===== config.mk =====
export PLATFORM = sky130hd
export DESIGN_NAME = vga_timing_gen
export DESIGN_NICKNAME = d
export VERILOG_FILES = /design/src/rtl/vga_timing_gen.sv
export SDC_FILE = /design/constraint.sdc
export NUM_CORES = 1
export LEC_CHECK = 0
export CELL_PAD_IN_SITES_DETAIL_PLACEMENT = 1
export CELL_PAD_IN_SITES_GLOBAL_PLACEMENT = 2
export CORE_MARGIN = 10
export CORE_UTILIZATION = 31
export CTS_CLUSTER_SIZE = 16
export DETAILED_ROUTE_END_ITERATION = 10
export PLACE_DENSITY = 0.83
export SLEW_MARGIN = 20
export SYNTH_ARGS = -nofsm -noshare
export SYNTH_HDL_FRONTEND = slang
export SYNTH_SLANG_ARGS = --single-unit

===== constraint.sdc =====
create_clock -name Clk -period 2.74 [get_ports Clk]
set_input_delay 0.685 -clock Clk [delete_from_list [all_inputs] [get_ports Clk]]
set_output_delay 0.685 -clock Clk [all_outputs]
set_load 0.005 [all_outputs]

===== src/rtl/vga_timing_gen.sv =====
// vga_timing_gen
// Raster timing source for the ADV7123 DAC path. It divides the system clock
// down to a pixel rate and scans DrawX/DrawY across the full raster. It also
// generates the sync, blank and pixel-clock pins plus a once-per-frame tick.
// Every output is registered and derived from the same next-state counters,
// so the sync/blank pins always describe the DrawX/DrawY presented with them.

module vga_timing_gen #(
  parameter int CLK_DIV   = 2,
  parameter int H_VISIBLE = 640,
  parameter int H_FRONT   = 16,
  parameter int H_SYNC    = 96,
  parameter int H_BACK    = 48,
  parameter int V_VISIBLE = 480,
  parameter int V_FRONT   = 10,
  parameter int V_SYNC    = 2,
  parameter int V_BACK    = 33
) (
  input  logic       Clk,
  input  logic       Reset,
  output logic       pix_tick,
  output logic       VGA_CLK,
  output logic       VGA_HS,
  output logic       VGA_VS,
  output logic       VGA_BLANK_N,
  output logic       VGA_SYNC_N,
  output logic [9:0] DrawX,
  output logic [9:0] DrawY,
  output logic       frame_start
);

  localparam int DIV_W = $clog2(CLK_DIV);

  localparam logic [DIV_W-1:0] DIV_ZERO = DIV_W'(0);
  localparam logic [DIV_W-1:0] DIV_ONE  = DIV_W'(1);
  localparam logic [DIV_W-1:0] DIV_LAST = DIV_W'(CLK_DIV - 1);
  localparam logic [DIV_W-1:0] DIV_HALF = DIV_W'(CLK_DIV / 2);

  localparam logic [9:0] H_LAST   = 10'(H_VISIBLE + H_FRONT + H_SYNC + H_BACK - 1);
  localparam logic [9:0] V_LAST   = 10'(V_VISIBLE + V_FRONT + V_SYNC + V_BACK - 1);
  localparam logic [9:0] H_VIS    = 10'(H_VISIBLE);
  localparam logic [9:0] V_VIS    = 10'(V_VISIBLE);
  localparam logic [9:0] HS_START = 10'(H_VISIBLE + H_FRONT);
  localparam logic [9:0] HS_END   = 10'(H_VISIBLE + H_FRONT + H_SYNC);
  localparam logic [9:0] VS_START = 10'(V_VISIBLE + V_FRONT);
  localparam logic [9:0] VS_END   = 10'(V_VISIBLE + V_FRONT + V_SYNC);

  logic [DIV_W-1:0] div_r;
  logic [DIV_W-1:0] div_nxt_s;
  logic             pix_tick_r;
  logic             vga_clk_r;
  logic             hs_r;
  logic             vs_r;
  logic             blank_n_r;
  logic             frame_start_r;
  logic [9:0]       x_r;
  logic [9:0]       y_r;
  logic [9:0]       x_nxt_s;
  logic [9:0]       y_nxt_s;
  logic             hs_nxt_s;
  logic             vs_nxt_s;
  logic             blank_n_nxt_s;
  logic             frame_start_nxt_s;

  // Next-state for the divider, raster counters and all derived pins.
  always_comb begin
    div_nxt_s         = DIV_ZERO;
    x_nxt_s           = x_r;
    y_nxt_s           = y_r;
    hs_nxt_s          = 1'b1;
    vs_nxt_s          = 1'b1;
    blank_n_nxt_s     = 1'b1;
    frame_start_nxt_s = 1'b0;

    if (div_r == DIV_LAST) begin
      div_nxt_s = DIV_ZERO;
    end else begin
      div_nxt_s = div_r + DIV_ONE;
    end

    // The counters move only on the edge that closes a pix_tick cycle.
    if (pix_tick_r) begin
      if (x_r == H_LAST) begin
        x_nxt_s = 10'd0;
        if (y_r == V_LAST) begin
          y_nxt_s = 10'd0;
        end else begin
          y_nxt_s = y_r + 10'd1;
        end
      end else begin
        x_nxt_s = x_r + 10'd1;
        y_nxt_s = y_r;
      end
    end else begin
      x_nxt_s = x_r;
      y_nxt_s = y_r;
    end

    hs_nxt_s      = !((x_nxt_s >= HS_START) && (x_nxt_s < HS_END));
    vs_nxt_s      = !((y_nxt_s >= VS_START) && (y_nxt_s < VS_END));
    blank_n_nxt_s = (x_nxt_s < H_VIS) && (y_nxt_s < V_VIS);

    // Only the tick edge that lands on the first pixel of v sync starts a frame.
    if (pix_tick_r && (x_nxt_s == 10'd0) && (y_nxt_s == VS_START)) begin
      frame_start_nxt_s = 1'b1;
    end else begin
      frame_start_nxt_s = 1'b0;
    end
  end

  // State register: divider, raster position and every registered output pin.
  always_ff @(posedge Clk or negedge Reset) begin
    if (!Reset) begin
      div_r         <= DIV_ZERO;
      pix_tick_r    <= 1'b0;
      vga_clk_r     <= 1'b0;
      x_r           <= 10'd0;
      y_r           <= 10'd0;
      hs_r          <= 1'b1;
      vs_r          <= 1'b1;
      blank_n_r     <= 1'b1;
      frame_start_r <= 1'b0;
    end else begin
      div_r         <= div_nxt_s;
      pix_tick_r    <= (div_nxt_s == DIV_LAST);
      vga_clk_r     <= (div_nxt_s >= DIV_HALF);
      x_r           <= x_nxt_s;
      y_r           <= y_nxt_s;
      hs_r          <= hs_nxt_s;
      vs_r          <= vs_nxt_s;
      blank_n_r     <= blank_n_nxt_s;
      frame_start_r <= frame_start_nxt_s;
    end
  end

  assign pix_tick    = pix_tick_r;
  assign VGA_CLK     = vga_clk_r;
  assign VGA_HS      = hs_r;
  assign VGA_VS      = vs_r;
  assign VGA_BLANK_N = blank_n_r;
  assign VGA_SYNC_N  = 1'b0;
  assign DrawX       = x_r;
  assign DrawY       = y_r;
  assign frame_start = frame_start_r;

endmodule


==> impl_metrics.py <==
metrics = {
    "synth": {
        "synth-simple-area-share": 0.2916,
        "ys_ff_latch": 25,
        "synth_compound_area_frac": 0.1151,
        "synth_top_flop_cell": "dfrtp_1",
        "ys_warn_count": 0,
        "syn_area_sq_mm": 0.001468,
        "synthMuxAreaShare": 0.007673,
        "ys_seq_area_frac": 0.4288,
        "synth_top_family_by_area": "simple AND/OR/NAND/NOR gates",
        "synthesis.nets": 162,
        "synth_xor_xnor_area_share": 0.07161,
        "yosysUniqueCellTypes": 48,
        "postSynthAreaPerCell_sq_um": 9.348,
        "synth-adder-area-share": 0.02558,
        "synth_edf_count": 0,
        "synthCells": 157,
        "async_flop_share": 1.000,
    },
    "min_path": {
        "hp-class": "reg2reg",
        "min-delay-start": "DrawY[8]$_DFF_PN0_",
        "whs_path_depth": 1,
        "holdPathEnd": "DrawY[8]$_DFF_PN0_",
    },
    "floorplan": {
        "fp.dieArea_sq_mm": 0.007886,
        "chipWidth_microns": 88.81,
        "die_h_microns": 88.81,
        "core_sq_mm": 0.004474,
        "rows": 24,
        "start_util": 0.3280,
        "io-pin-count": 29,
    },
    "place": {
        "place_congestion": 0.8311,
        "place_ws_ns": 0.4230,
        "io_buffers": 27,
        "dpl-instance-area_sq_mm": 0.001768,
        "hpwlAfterDp_microns": 3126,
        "dp_cells": 229,
    },
    "pwr": {
        "max-vdd-ir-drop_v": 0.0001261,
        "pwr-share-seq": 0.615,
        "power_switching_w": 0.0001244,
        "p_leak_nw": 0.7345,
        "p_comb_frac": 0.016,
        "switching_share": 0.2076,
        "p_clk_frac": 0.368,
        "p_total_w": 0.0005994,
        "intPower_w": 0.0004750,
        "power_density_mw_per_mm2": 330.6,
    },
    "drt": {
        "routed_wl_microns": 3977,
        "firstDrtPassIters": 4,
        "drt-initial-drc-count": 40,
        "via_per_inst": 5.300,
        "drt_drc_violations_left": 0,
        "routedWlPerCell_microns": 17.07,
        "drtAntennaViolNets": 0,
        "via_count": 1235,
    },
    "final_layout": {
        "final_cells": 233,
        "fin_nets": 187,
        "stdcell_area_sq_mm": 0.001813,
        "diodes": 0,
        "drive_gt1_frac": 0.08840,
        "area_delta_synth_final_pct": 23.53,
    },
    "sta": {
        "rsz0062_at_grt": "no",
        "fin_setup_tns_ns": 0,
        "fin_crit_sh": 0.8538,
        "finalClockSkew_ns": 0.007421,
        "period_needed_ns": 2.339,
        "setup_viol": 0,
        "fmax_ghz": 0.4275,
        "finalWorstSetupSlack_ns": 0.4007,
        "hold_violations": 0,
        "drv_slew": 0,
    },
    "global_route": {
        "grt_usage": 0.1076,
        "grt_max_degree": 26,
        "grt_overflow": 0,
        "use_met3": 0.03493,
        "antenna_found_initial": 0,
        "grt_pass1_vias": 1401,
        "top_usage_layer": "met2",
        "grtUsageMet1": 0.1213,
        "use_met2": 0.1875,
        "grt_pass1_wl_microns": 6741,
    },
    "critical_path": {
        "crit_chain": "ha_1, and4b_1, nand4_1, buf_4, or4b_2, o211ai_1, nor4bb_1",
        "critPathKind": "reg2reg",
        "path_delay_family": "simple AND/OR/NAND/NOR gates",
        "cp_num_buf_inv": 1,
        "ff2ff_path_depth": 7,
        "worstReg2RegEnd": "frame_start$_DFF_PN0_",
        "regToRegSetupSlack_ns": 0.40,
        "arrival_ns": 2.49,
        "slowest_stage": "or4b_2",
        "crit_required_ns": 2.89,
        "worst_path_largest_cell_delay_ns": 0.66,
        "r2r-start": "DrawX[0]$_DFF_PN0_",
        "worstSetupStartpointType": "flip-flop",
        "worst-path-max-fanout": 7,
        "crit_path_end_kind": "flip-flop",
    },
    "clocking": {
        "clk_pin_slew_ns": 0.09,
        "tritoncts": "yes",
        "clkSinkCount": 25,
        "cts_buffers": 3,
        "cts_buffer_depth": 2,
        "post_cts_resized": 0,
        "hold_buffers": 0,
        "clock_latency_ns": 0.27,
        "post_cts_buffers": 0,
        "cts_root_buffer": "clkbuf_8",
        "htree_levels": 1,
    },
    "status": {
        "status": "finished, final reports clean",
    },
    "flow_run": {
        "max-cap-violations": 0,
    },
}
==> flip-flops by register name (all words and copies together) (netlist names) <==
signal	flops
DrawX	10
DrawY	10
VGA_BLANK_N	1
VGA_HS	1
VGA_VS	1
frame_start	1
pix_tick	1
==> cell families after synthesis <==
kind of cell / after synthesis
AND/OR/NAND/NOR: 72
AO/OA/AOI/OAI: 26
flip-flops: 25
buffers and inverters: 17
XOR/XNOR: 12
adder cells (fa/ha/maj): 3
other: 1
multiplexers: 1
==> area by class of cell <==
cell class	instances	area, sq um
clock buffers	4	45.04
fillers	514	2661
inverters	7	26.28
multi-input cells	115	754.5
flip-flops and latches	25	629.4
well taps	52	65.06
repair buffers	30	292.8
==> metrics by stage <==
stage | hold WS [ns] | util
final | 0.5727 | 0.4052
after global routing | 0.6164 | 0.4052
after CTS | 0.5832 | 0.4052
after detailed placement | 0.5629 | 0.3951
after global placement | 0.5299 | 0.3951
after floorplan | 0.3894 | -
==> power by group through the flow <==
stage / logic, W / registers (W) / clock network [W]
floorplan: 0.00000133 / 0.000376 / 0
global route: 0.0000121 / 0.000369 / 0.000251
finish: 0.00000982 / 0.000369 / 0.000221
detailed placement: 0.0000107 / 0.000376 / 0
global placement: 0.0000106 / 0.000376 / 0
CTS: 0.0000107 / 0.000369 / 0.000229
==> cells in the mapped netlist, drive strengths merged (2+ instances only) <==
cell    number  area (sq um)
nand4b       4         35.03
nor2b        3         18.77
o21ai        6         30.02
xnor2        8         70.07
nand3        5         25.02
inv          7         26.28
xor2         4         35.03
o31ai        4         30.03
nor2        10         37.54
nor3         8         40.04
ha           3         37.54
nand2       17         63.81
buf          8         50.05
a211oi       2         15.01
or2          2         12.51
nor4         2         27.53
a21oi        5         25.02
dfstp        3         78.83
nand4        6         37.54
clkbuf       2         7.510
or4          2         15.01
o211ai       2         15.01
dfrtp       22         550.5
==> worst max path at each step <==
stage                                   from               endpoint  slack (ns)  depth (start not counted)
final                     DrawX[0]$_DFF_PN0_  frame_start$_DFF_PN0_        0.40                          7
after global routing      DrawX[0]$_DFF_PN0_  frame_start$_DFF_PN0_        0.20                          7
after CTS                 DrawX[0]$_DFF_PN0_  frame_start$_DFF_PN0_        0.40                          7
after detailed placement  DrawX[0]$_DFF_PN0_  frame_start$_DFF_PN0_        0.42                          7
after global placement    DrawX[0]$_DFF_PN0_  frame_start$_DFF_PN0_        0.50                          7
after floorplan           DrawX[0]$_DFF_PN0_  frame_start$_DFF_PN0_        0.73                          7
==> metal layers <==
layer | vias to the layer above | wire [microns]
met5 | - | 0
met4 | 0 | 53
met3 | 6 | 285
met2 | 24 | 1905
met1 | 603 | 1732
li1 | 602 | -
==> cell usage in the layout, fill, tap and decap left out, types with 3 or more instances in the layout <==
cell	instances
clkdlybuf4s50_1	27
dfrtp_1	22
nand2_1	17
nor2_1	10
nor3_1	8
xnor2_1	8
inv_1	7
nand4_1	6
nand3_1	5
a21oi_1	5
o21ai_0	5
xor2_1	4
o31ai_1	4
nand4b_1	4
dfstp_2	3
nor2b_1	3
ha_1	3
clkbuf_8	3
buf_4	3
No activity file was read; power rests on OpenSTA's default activity.
